==> src/rtl/config_streamer.sv <==
// Streams address/data word pairs from a valid/ready source into
// single-cycle config writes, stopping at END_MARKER.
// Ports: clk_in, reset (async active-low), start; s_valid, s_data and
//   s_ready form the source handshake; config_addr, config_data and
//   config_en carry the write; busy, done and write_count report status.
module config_streamer #(
  parameter logic [31:0] END_MARKER = 32'hFFFFFFFF,
  parameter int          GAP_CYCLES = 1
) (
  input  logic        clk_in,
  input  logic        reset,
  input  logic        start,
  input  logic        s_valid,
  input  logic [31:0] s_data,
  output logic        s_ready,
  output logic [31:0] config_addr,
  output logic [31:0] config_data,
  output logic        config_en,
  output logic        busy,
  output logic        done,
  output logic [15:0] write_count
);

  typedef enum logic [2:0] {
    IDLE,
    GET_ADDR,
    GET_DATA,
    WRITE,
    GAP,
    DONE
  } state_t;

  // gap_cnt counts down to zero, so it starts at GAP_CYCLES-1
  localparam int GAP_LOAD = (GAP_CYCLES > 0) ? GAP_CYCLES - 1 : 0;

  state_t      state;
  logic [31:0] pend_addr;
  logic [3:0]  gap_cnt;
  logic        hs;

  // Decoded from state alone so s_ready never depends on s_valid
  assign s_ready = (state == GET_ADDR) || (state == GET_DATA);
  assign hs      = s_valid && s_ready;

  always_ff @(posedge clk_in or negedge reset) begin
    if (!reset) begin
      state       <= IDLE;
      pend_addr   <= '0;
      gap_cnt     <= '0;
      config_addr <= '0;
      config_data <= '0;
      config_en   <= 1'b0;
      busy        <= 1'b0;
      done        <= 1'b0;
      write_count <= '0;
    end else begin
      config_en <= 1'b0;
      unique case (state)
        IDLE, DONE: begin
          if (start) begin
            state       <= GET_ADDR;
            busy        <= 1'b1;
            done        <= 1'b0;
            write_count <= '0;
          end
        end
        GET_ADDR: begin
          if (hs) begin
            if (s_data == END_MARKER) begin
              state <= DONE;
              busy  <= 1'b0;
              done  <= 1'b1;
            end else begin
              pend_addr <= s_data;
              state     <= GET_DATA;
            end
          end
        end
        GET_DATA: begin
          // Outputs load here so the strobe shows during WRITE
          if (hs) begin
            config_addr <= pend_addr;
            config_data <= s_data;
            config_en   <= 1'b1;
            if (write_count != 16'hFFFF)
              write_count <= write_count + 16'd1;
            state <= WRITE;
          end
        end
        WRITE: begin
          if (GAP_CYCLES > 0) begin
            gap_cnt <= 4'(GAP_LOAD);
            state   <= GAP;
          end else begin
            state <= GET_ADDR;
          end
        end
        GAP: begin
          if (gap_cnt == 4'd0)
            state <= GET_ADDR;
          else
            gap_cnt <= gap_cnt - 4'd1;
        end
        default: state <= IDLE;
      endcase
    end
  end

endmodule

==> config.mk <==
export PLATFORM = sky130hd
export DESIGN_NAME = config_streamer
export DESIGN_NICKNAME = d
export VERILOG_FILES = /design/src/rtl/config_streamer.sv
export SDC_FILE = /design/constraint.sdc
export NUM_CORES = 1
export LEC_CHECK = 0
export ABC_AREA = 1
export CORE_ASPECT_RATIO = 0.75
export CORE_MARGIN = 2
export CORE_UTILIZATION = 35
export DETAILED_ROUTE_END_ITERATION = 7
export GPL_ROUTABILITY_DRIVEN = 0
export SYNTH_ARGS = -nofsm -noshare
export SYNTH_HDL_FRONTEND = slang
export SYNTH_SLANG_ARGS = --single-unit
==> constraint.sdc <==
create_clock -name clk_in -period 2.24 [get_ports clk_in]
set_clock_uncertainty 0.2 [all_clocks]
set_input_delay 0.448 -clock clk_in [delete_from_list [all_inputs] [get_ports clk_in]]
set_output_delay 0.448 -clock clk_in [all_outputs]
set_load 0.01 [all_outputs]
Yosys cells after proc, flatten, opt, wreduce, memory -nomap -nowiden. Cells that the tools add are included.

Bits in registers: 122. Bits of input ports: 36. Output and inout port bits: 84. Logic and storage cells: 62.

Add/sub/neg operators: 2. Equal/unequal tests: 14. Muxes and demuxes: 22. Bitwise operators: 1. Reductions and logical operators: 14.

Operator list (number): 16-bit 2-to-1 mux (3); 32-bit == test (second input constant) (1); 16-bit one-hot mux with 2 select lines (1); 16-bit by 1-bit adder with 16-bit output (second input constant) (1); 16-bit != test (second input constant) (1); 3-bit 2-to-1 mux (5); 3-bit one-hot mux with 5 select lines (1); 4-bit AND reduction (3); 2-bit != test (second input constant) (5); 1-bit 2-to-1 mux (8); 4-bit one-hot mux with 2 select lines (1); 3-bit by 2-bit == test with 1-bit output (second input constant) (2); 3-bit == test (second input constant) (2); 2-bit nonzero test (3); 4-bit logical NOT (1); 4-bit 2-to-1 mux (1); 2-bit by 1-bit != test with 1-bit output (second input constant) (2); 1-bit one-hot mux with 2 select lines (2); 2-bit AND reduction (2); 4-bit by 1-bit subtractor with 4-bit output (second input constant) (1); 3-bit by 1-bit == test with 1-bit output (second input constant) (1); 3-bit logical NOT (1); 3-bit AND reduction (1); 2-bit OR reduction (1); 3 further kinds (3).

Depth between registers and ports, before layout. Gate-level depths: netlist (run 1).

Depth in word-level cells: 5. Mapped depth: 10. Depth with buffers taken out: 10.

Worst setup path before layout (run 1). Ideal clock, no wire load.

Path type: register to register. Start: register write_count[0]. End: register write_count[2]. Setup time: 0.074 ns. Arrival time: 1.536 ns. Required time: 1.966 ns. Setup slack: 0.430 ns. Stages on the path, launching flop included: 11. Path buffers: 1. Clock period less this slack: 1.810 ns. Cells stage by stage: dfrtp_1 -> ha_1 -> nand2_2 -> nor2_4 -> nand2_4 -> nor2_4 -> nand2_2 -> nand3_4 -> buf_12 -> nand2_2 -> o21ai_2.

Word-level cells in the longest chain between the ends: 4. Elaborated cells on any way between the ends: 7. Those cells by class: add/sub: 1; eq/ne: 2; mux: 3; reduce/logical: 1.

RTL lines: start, declared (line 21) `output logic [15:0] write_count`; start signal, assigned (line 86) `write_count <= write_count + 16'd1;`; 16-bit by 1-bit adder with 16-bit output (line 86); 16-bit 2-to-1 mux (line 85) `if (write_count != 16'hFFFF)`; 16-bit 2-to-1 mux (line 81) `if (hs) begin`; 16-bit one-hot mux with 2 select lines (line 58) `unique case (state)`.

Several ways; a longest one is shown, not always the timed one. The select of a mux whose other input is x is not followed. A chain may end at the register's enable or synchronous reset.

Worst setup path in the final report (run 1).
Start: register state[1]. End: output s_ready.

Word-level cells in the longest chain between the ends: 2. Elaborated cells on any way between the ends: 3. Those cells by class: eq/ne: 2; reduce/logical: 1.

RTL lines: start, declared (line 36) `state_t state;`; start signal, assigned (line 47) `state <= IDLE;`; start signal, assigned (line 61) `state <= GET_ADDR;`; start signal, assigned (line 70) `state <= DONE;`; 3-bit by 1-bit == test with 1-bit output or 3-bit by 2-bit == test with 1-bit output (tied branches) (line 42) `assign s_ready = (state == GET_ADDR) || (state == GET_DATA);`; 1-bit logical OR (*) (line 42); end, declared (line 15) `output logic s_ready,`.

Mark *: on every way between the ends. The rest lies on a longest branch, timed or not.

==> impl_metrics.json, run 1 <==
{
  "status": "finished clean",
  "p_comb_share_pct": 36.7,
  "first_iter_violations": 340,
  "fin_area_um2": 7880,
  "grt_pass1_vias": 4964,
  "synth_cell_types": 29,
  "cts_buffer_depth": 2,
  "clkTransAtPathRegs_ns": 0.05,
  "ys_seq_area_share_pct": 54.6,
  "crit_fanout": 5,
  "critical-path-slowest-cell": "dfrtp_2",
  "floorplan.initialDensity_pct": 36.3,
  "wl_um": 14700,
  "wl_per_cell_um": 13.9,
  "worst_path_largest_cell_delay_ns": 0.43,
  "min_period_ns": 2.16,
  "p_seq_share_pct": 36.3,
  "syn_avg_cell_area_um2": 8.27,
  "rsz0062_at_grt": "no",
  "fmax_ghz": 0.464,
  "cap_violations": 0,
  "end_kind": "output port",
  "synth.most_common_cell": "nand2_1",
  "crit_path_start_kind": "flip-flop",
  "drc": 0,
  "die_h_um": 113,
  "num_io_pins": 120,
  "synthArstFlopShare_pct": 100,
  "synthToLayoutAreaGrowth_pct": 41.0,
  "final_util_pct": 51.1,
  "synth-seq-cells": 122,
  "synthFlopType": "dfrtp_1",
  "critPathRequiredTime_ns": 1.59,
  "cts_sinks": 122,
  "ant_nets": 0,
  "hold_ws_ns": 0.268,
  "yosys_warnings": 0,
  "intPower_uw": 6550,
  "p_sw_uw": 3430,
  "vias": 4897,
  "clockRootBuffer": "clkbuf_16",
  "hold_class": "reg2reg",
  "synth_edf_count": 0,
  "cts_setup_buffers": 0,
  "rows": 39,
  "synthTopCellsByArea": "dfrtp_1 (55%), nand2_1 (23%), nand4_1 (4.1%), nand3_1 (2.4%), nor2_1 (2.1%)",
  "antenna_found_initial": 0,
  "final_nets": 874,
  "path_cells": "inv_2, nor2_4, nand2_4, o21ai_1, clkdlybuf4s15_1",
  "yosys.area.top_type_share_pct": 54.6,
  "synthMuxAreaShare_pct": 0,
  "timing.final.ws_setup_ns": 0.0831,
  "fin_crit_sh_pct": 96.3,
  "synth_top_family_by_area": "simple AND/OR/NAND/NOR gates",
  "maxSlewHeadroom_pct": 73.0,
  "fill_cells": 1457,
  "core_area_um2": 15400,
  "power_density_nw_per_um2": 1270,
  "synth_top_cell_by_area": "dfrtp_1",
  "synth_xor_area_share_pct": 0.627,
  "critPathBufInv": 2,
  "grt_overflow_total": 0,
  "syn_nets": 714,
  "syn-cell-area_um2": 5590,
  "ys_top_cells_by_count": "nand2_1 (341), dfrtp_1 (122), nand4_1 (37)",
  "dieArea_um2": 17000,
  "grt_start_max_net_pins": 55,
  "place_area_um2": 7290,
  "yosys.area_share.simple_pct": 36.3,
  "drt_pre_antenna_iters": 5,
  "hold_viol": 0,
  "synth-compound-area-share_pct": 2.60,
  "htree_num_levels": 4,
  "post-dp-hpwl_um": 10500,
  "grt_pass1_wl_um": 24400,
  "diodes": 0,
  "dp_slack_ns": -0.0542,
  "drive_above_1_share_pct": 15.2,
  "syn_inst": 676,
  "tritoncts": "yes",
  "critical_path_class": "reg2out",
  "p_leak_uw": 0.00389,
  "setup_viol": 0,
  "cp_data_arrival_time_ns": 1.51,
  "final_max_slew_viol_count": 0,
  "cts_buffers": 17,
  "worst_pin_slew_ns": 0.405,
  "post_synth_fa_ha_maj_area_fraction_pct": 0.448,
  "clock_latency_ns": 0.42,
  "port-buffer-count": 119,
  "crit_family": "flip-flops",
  "chipWidth_um": 150,
  "power_frac_clock_pct": 27.0,
  "via_per_inst": 4.65,
  "track_usage_pct": 18.2,
  "peakVddDrop_uv": 636,
  "p_sw_share_pct": 34.4
}
[tightest hold or removal path: cells and delay by family, from the launching register on]
family / cells / cell delay [ns]
flip-flops: 1 / 0.34
AND/OR/NAND/NOR: 2 / 0.09
[power groups by stage]
stage                     logic (uW)  clock network [uW]  registers (uW)
after CTS                       3700                2750            3630
after global routing            4080                2850            3720
after global placement          3630                   0            3630
final                           3660                2700            3620
after detailed placement        3690                   0            3650
after floorplan                 1670                   0            3810
[sequential cells by signal, indices dropped and copies added (netlist names)]
register,count
config_addr,32
config_data,32
pend_addr,32
write_count,16
gap_cnt,4
state,3
busy,1
config_en,1
done,1
[layout by cell type (no fill, tap or decap), types with 10 or more instances in the layout]
| cell | n |
|---|---|
| nand2_2 | 17 |
| nand4_1 | 37 |
| inv_1 | 23 |
| nor2_1 | 30 |
| nand2_1 | 341 |
| clkbuf_16 | 17 |
| buf_4 | 47 |
| nand3_1 | 27 |
| dfrtp_1 | 121 |
| clkdlybuf4s50_1 | 117 |
| o21ai_2 | 10 |
[cell type report]
| type | instances | area, um^2 | share of cell area, % |
|---|---|---|---|
| clock buffers | 22 | 464 | 5.89 |
| inverters | 27 | 101 | 1.29 |
| multi-input cells | 497 | 2240 | 28.5 |
| clock inverters | 10 | 118 | 1.49 |
| flip-flops and latches | 122 | 3050 | 38.8 |
| repair buffers | 171 | 1640 | 20.9 |
| well taps | 205 | 256 | 3.26 |
[path summary, 6_finish.rpt]
| check | start | to | slack [ns] | cells after the start |
|---|---|---|---|---|
| max in group asynchronous | reset | config_data[13]$_DFFE_PN0P_ | 0.95 | 3 |
| max reg2reg | write_count[0]$_DFFE_PN0P_ | write_count[4]$_DFFE_PN0P_ | 0.25 | 10 |
| min | pend_addr[19]$_DFFE_PN0P_ | pend_addr[19]$_DFFE_PN0P_ | 0.27 | 2 |
| max | state[1]$_DFFE_PN0P_ | s_ready | 0.08 | 5 |
| min reg2reg | pend_addr[19]$_DFFE_PN0P_ | pend_addr[19]$_DFFE_PN0P_ | 0.27 | 2 |
| min in group asynchronous | reset | config_addr[14]$_DFFE_PN0P_ | 0.32 | 2 |
[timing repair]
| item | in CTS | in global routing |
|---|---|---|
| hold buffers | 1 | 0 |
| gates cloned | 0 | 0 |
| hold endpoints to repair | 24 | 0 |
| endpoints found under the setup margin | 1 | 1 |
| gates resized for setup | 2 | 2 |
[metrics by stage]
| stage | TNS, ns | power [uW] | cells |
|---|---|---|---|
| 2_1_floorplan | 0 | 5480 | 676 |
| 3_3_place_gp | -0.268 | 7260 | 1021 |
| 3_5_place_dp | -1.07 | 7340 | 1021 |
| 4_1_cts | 0 | 10100 | 1054 |
| 5_1_grt | 0 | 10700 | 1054 |
| 6_report | 0 | 9980 | 1054 |
[kinds of logic (layout without fill, tap and decap cells)]
kind of cell	after synthesis	count (layout)
buffers and inverters	57	230
xor gates and xnor gates	4	4
AOI/OAI and AO/OA	21	21
and+or+nand+nor	470	470
adders and majority gates	2	2
DFF	122	122
[per-layer routing]
metal / global-route usage, % / wire length, um
met1: 25.1 / 7140
met2: 28.1 / 6550
met3: 4.40 / 791
met4: 6.73 / 190
met5: 0 / 0
Note: power is estimated with default switching activity, not from simulation.
==> inputs of run 2 (changes only) <==
--- a/config.mk
+++ b/config.mk
@@ -6,11 +6,14 @@
 export NUM_CORES = 1
 export LEC_CHECK = 0
 export ABC_AREA = 1
+export CELL_PAD_IN_SITES_DETAIL_PLACEMENT = 1
+export CELL_PAD_IN_SITES_GLOBAL_PLACEMENT = 1
 export CORE_ASPECT_RATIO = 0.75
 export CORE_MARGIN = 2
 export CORE_UTILIZATION = 35
 export DETAILED_ROUTE_END_ITERATION = 7
 export GPL_ROUTABILITY_DRIVEN = 0
+export PLACE_DENSITY_LB_ADDON = 0.1
 export SYNTH_ARGS = -nofsm -noshare
 export SYNTH_HDL_FRONTEND = slang
 export SYNTH_SLANG_ARGS = --single-unit
==> run 2 against run 1 <==
Net effect: die area did not move; combinational power grew 3%; setup slack improved by 0.0089 ns.
==> impl_metrics.json, run 2 (synthesis gave the netlist of run 1 again) <==
{
  "final_max_slew_viol_count": 0,
  "drive_above_1_share_pct": 15.5,
  "timing.final.ws_setup_ns": 0.0920,
  "setup_viol": 0,
  "multi_input_area_um2": 2240,
  "core_area_um2": 15400,
  "fin_crit_sh_pct": 95.9,
  "track_usage_pct": 20.9,
  "worst_r2r_path_depth": 10,
  "hold_class": "reg2reg",
  "fill_cells": 1818,
  "rsz0062_at_grt": "no",
  "antenna_found_initial": 0,
  "num_io_pins": 120,
  "via_per_inst": 4.81,
  "drt_pre_antenna_iters": 4,
  "p_sw_uw": 3580,
  "cts_buffers": 17,
  "cp_data_arrival_time_ns": 1.50,
  "cap_violations": 0,
  "dp_slack_ns": -0.0829,
  "grt_overflow_total": 0,
  "vias": 5072,
  "crit_path_start_kind": "flip-flop",
  "crit_end": "s_ready",
  "synthToLayoutAreaGrowth_pct": 41.4,
  "grt_pass1_vias": 5411,
  "wl_per_cell_um": 15.9,
  "rows": 39,
  "end_kind": "output port",
  "first_iter_violations": 259,
  "drc": 0,
  "p_comb_share_pct": 37.4,
  "regArea_um2": 3050,
  "htree_num_levels": 4,
  "maxSlewHeadroom_pct": 63.6,
  "clock_latency_ns": 0.42,
  "floorplan.initialDensity_pct": 36.3,
  "reg2reg_slack_ns": 0.24,
  "reg.largest.list": "config_addr (32), config_data (32), pend_addr (32)",
  "status": "finished clean",
  "port-buffer-count": 119,
  "fmax_ghz": 0.466,
  "critical_path_class": "reg2out",
  "worst_path_largest_cell_delay_ns": 0.45,
  "power_density_nw_per_um2": 1280,
  "wl_um": 16800,
  "clockRootBuffer": "clkbuf_16",
  "dieArea_um2": 17000,
  "path_cells": "nor2_4, nand2_4, o21ai_1, dlygate4sd2_1",
  "cts_sinks": 122,
  "post-dp-hpwl_um": 11800,
  "final_nets": 875,
  "clkTransAtPathRegs_ns": 0.06,
  "final_util_pct": 51.3,
  "p_leak_uw": 0.00391,
  "startpoint": "state[2]$_DFFE_PN0P_",
  "final_cells": 1055,
  "diodes": 0,
  "cts_setup_buffers": 0,
  "final_cell_mix": "nand2_1 (341), dfrtp_1 (121), clkdlybuf4s50_1 (117)",
  "intPower_uw": 6510,
  "critPathRequiredTime_ns": 1.59,
  "grt_start_max_net_pins": 46,
  "peakVddDrop_uv": 605,
  "chipWidth_um": 150,
  "reg2reg_to": "write_count[1]$_DFFE_PN0P_",
  "p_seq_share_pct": 36.0,
  "p_sw_share_pct": 35.5,
  "min_period_ns": 2.15,
  "ant_nets": 0,
  "critical-path-slowest-cell": "dfrtp_1",
  "die_h_um": 113,
  "finalPower_uw": 10100,
  "final_common_cell": "nand2_1",
  "tns_ns": 0,
  "grt_pass1_wl_um": 27700,
  "crit_fanout": 4,
  "worst_pin_slew_ns": 0.546,
  "cts_buffer_depth": 2,
  "hold_viol": 0,
  "r2r_start": "write_count[1]$_DFFE_PN0P_",
  "placed_cells": 1022,
  "tritoncts": "yes",
  "power_frac_clock_pct": 26.6
}
-- run 2: cell types whose count changed in the layout (fill, tap and decap cells not counted), moves of 2 or more --
cell        before  now
clkbuf_8         2    0
clkbuf_1         3    1
clkinvlp_4       4    2
clkinv_2         2    4
buf_12           5    7
clkinv_4         1    4
-- run 2: worst min-delay path by stage --
stage,cells after the start,startpoint,endpoint
6_report,2,config_data[17]$_DFFE_PN0P_,config_data[17]$_DFFE_PN0P_
5_1_grt,2,pend_addr[7]$_DFFE_PN0P_,pend_addr[7]$_DFFE_PN0P_
4_1_cts,2,config_data[17]$_DFFE_PN0P_,config_data[17]$_DFFE_PN0P_
3_5_place_dp,2,config_data[17]$_DFFE_PN0P_,config_data[17]$_DFFE_PN0P_
3_3_place_gp,2,pend_addr[18]$_DFFE_PN0P_,pend_addr[18]$_DFFE_PN0P_
2_1_floorplan,0,reset,busy$_DFFE_PN0P_
-- run 2: power by group through the flow --
stage          clock network (uW)  registers [uW]  logic [uW]
2_1_floorplan                   0            3810        1670
3_3_place_gp                    0            3610        3700
3_5_place_dp                    0            3660        3830
4_1_cts                      2750            3640        3850
5_1_grt                      2850            3740        4200
6_report                     2680            3630        3780
-- run 2: per-stage QoR --
stage	cell area (um^2)	hold slack, ns
after floorplan	5590	-0.0476
after global placement	7320	0.254
after detailed placement	7320	0.258
after CTS	7910	0.273
after global routing	7910	0.296
final	7910	0.268
-- run 2: final cells by class --
type	count	area share [%]
clock buffer	18	5.43
tap	205	3.24
timing repair buffer	172	21.2
inverter	27	1.28
clock inverter	14	1.87
sequential	122	38.6
multi-input combinational	497	28.4
-- run 2: what timing repair did --
action | CTS | global route
gates cloned | 0 | 0
hold buffers | 1 | 0
resized for setup | 2 | 1
setup endpoints to repair | 1 | 1
endpoints found under the hold margin | 31 | 0
-- run 2: routing by layer --
metal	up-vias	routed length [um]	track usage (%)
met1	2504	8000	28.0
met5	-	0	0
li1	2464	-	-
met2	90	7970	34.0
met4	0	180	5.28
met3	14	616	5.32
-- run 2: critical path: cells and delay by family, from the launching register on --
family,cells,cell delay [ns]
DFF,1,0.45
buffers and inverters,1,0.30
and+or+nand+nor,2,0.24
AOI/OAI and AO/OA,1,0.10
==> inputs of run 3 (changes only) <==
--- a/config.mk
+++ b/config.mk
@@ -10,7 +10,7 @@
 export CELL_PAD_IN_SITES_GLOBAL_PLACEMENT = 1
 export CORE_ASPECT_RATIO = 0.75
 export CORE_MARGIN = 2
-export CORE_UTILIZATION = 35
+export CORE_UTILIZATION = 37
 export DETAILED_ROUTE_END_ITERATION = 7
 export GPL_ROUTABILITY_DRIVEN = 0
 export PLACE_DENSITY_LB_ADDON = 0.1
==> run 3 against run 2 <==
Net effect: critical path depth grew 1; setup slack got worse by 0.0047 ns; via count increased by 1.7%; sequential power is essentially flat.
==> impl_metrics.json, run 3 (synthesis gave the netlist of run 1 again) <==
{
  "multi_input_area_um2": 2240,
  "min_period_ns": 2.15,
  "fin_crit_sh_pct": 96.1,
  "maxSlewHeadroom_pct": 72.6,
  "hold_class": "reg2reg",
  "cp_data_arrival_time_ns": 1.50,
  "setup_viol": 0,
  "tritoncts": "yes",
  "die_h_um": 110,
  "cts_setup_buffers": 0,
  "crit_family": "flip-flops",
  "timing.final.ws_setup_ns": 0.0873,
  "rsz0062_at_grt": "no",
  "critPathBufInv": 2,
  "hold_viol": 0,
  "synthToLayoutAreaGrowth_pct": 41.8,
  "first_iter_violations": 210,
  "final_max_slew_viol_count": 0,
  "critPathRequiredTime_ns": 1.59,
  "grt_pass1_wl_um": 28700,
  "peakVddDrop_uv": 596,
  "drc": 0,
  "drt_pre_antenna_iters": 4,
  "chipWidth_um": 146,
  "critical_path_class": "reg2out",
  "critical-path-slowest-cell": "dfrtp_2",
  "rows": 38,
  "ant_nets": 0,
  "htree_num_levels": 4,
  "worst_path_largest_cell_delay_ns": 0.43,
  "track_usage_pct": 22.1,
  "grt_start_max_net_pins": 67,
  "p_leak_uw": 0.00392,
  "grt_overflow_total": 0,
  "cts_sinks": 122,
  "clock_latency_ns": 0.43,
  "dieArea_um2": 16100,
  "clockRootBuffer": "clkbuf_16",
  "final_nets": 876,
  "cts_buffer_depth": 2,
  "wl_per_cell_um": 16.2,
  "cap_violations": 0,
  "drive_above_1_share_pct": 15.6,
  "antenna_found_initial": 0,
  "status": "finished clean",
  "power_density_nw_per_um2": 1290,
  "fill_cells": 1748,
  "port-buffer-count": 119,
  "end_kind": "output port",
  "regArea_um2": 3050,
  "worst_pin_slew_ns": 0.411,
  "via_per_inst": 4.91,
  "diodes": 0,
  "hold_ws_ns": 0.269,
  "post-dp-hpwl_um": 12000,
  "final_common_cell": "nand2_1",
  "crit_path_start_kind": "flip-flop",
  "core_area_um2": 14600,
  "num_io_pins": 120,
  "vias": 5157,
  "fmax_ghz": 0.465,
  "path_cells": "inv_2, nor2_4, nand2_4, o21ai_1, dlygate4sd2_1",
  "reg.largest.list": "config_addr (32), config_data (32), pend_addr (32)",
  "grt_pass1_vias": 5595,
  "clkTransAtPathRegs_ns": 0.06,
  "crit_fanout": 5,
  "dp_slack_ns": -0.156,
  "final_cell_mix": "nand2_1 (341), dfrtp_1 (121), clkdlybuf4s50_1 (117)",
  "wl_um": 17000,
  "cts_buffers": 17,
  "floorplan.initialDensity_pct": 38.3
}
run 3: cell count changes in the layout (fill, tap and decap cells not counted):
cell / change
clkinv_2: -4
buf_4: +1
inv_6: +1
inv_8: +1
clkinv_4: +2
run 3: path summary, 6_finish.rpt:
path                       slack, ns                          end  cells after the start                      from
max                             0.09                      s_ready                      5      state[1]$_DFFE_PN0P_
min                             0.27     pend_addr[7]$_DFFE_PN0P_                      2  pend_addr[7]$_DFFE_PN0P_
max reg2reg                     0.29     pend_addr[8]$_DFFE_PN0P_                      8      state[2]$_DFFE_PN0P_
min reg2reg                     0.27     pend_addr[7]$_DFFE_PN0P_                      2  pend_addr[7]$_DFFE_PN0P_
max in group asynchronous       1.11         state[1]$_DFFE_PN0P_                      3                     reset
min in group asynchronous       0.38  config_addr[14]$_DFFE_PN0P_                      3                     reset
run 3: power by group:
group	internal (uW)	total (uW)	leakage, uW	switching, uW
clock	1660	2760	0.000284	1100
sequential	3080	3640	0.00157	559
combinational	1820	3850	0.00207	2030
total	6560	10200	0.00392	3680
run 3: tightest hold or removal path, delay by kind of cell, from the launching register on:
family           cells  cell delay, ns
DFF                  1            0.34
and+or+nand+nor      2            0.10
run 3: timing repair:
action,CTS,global route
setup endpoints to repair,1,0
hold buffers,1,0
hold endpoints to repair,122,0
gates resized for setup,3,0
run 3: through the flow:
stage                     power (uW)  setup TNS (ns)  instance area (um^2)  util, %  instances
after floorplan                 5480               0                  5590        -        676
after global placement          7350           -1.53                  7320     50.2       1018
after detailed placement        7540           -4.13                  7320     50.2       1018
after CTS                      10400               0                  7930     54.3       1051
after global routing           10900               0                  7930     54.3       1051
final                          10200               0                  7930     54.3       1051
run 3: layout make-up:
type                            count  share of cell area, %
Clock inverter                     14                   2.08
Multi-Input combinational cell    497                   28.3
Timing Repair Buffer              173                   21.2
Clock buffer                       18                   5.42
Tap cell                          200                   3.16
Sequential cell                   122                   38.5
Inverter                           27                   1.28
run 3: layer usage:
| layer | GRT usage [%] | up-vias | share of wire [%] |
|---|---|---|---|
| met4 | 8.24 | 0 | 1.9 |
| met5 | 0 | - | 0 |
| met2 | 36.0 | 111 | 47 |
| met1 | 29.3 | 2562 | 47 |
| met3 | 4.34 | 24 | 3.7 |
| li1 | - | 2460 | - |
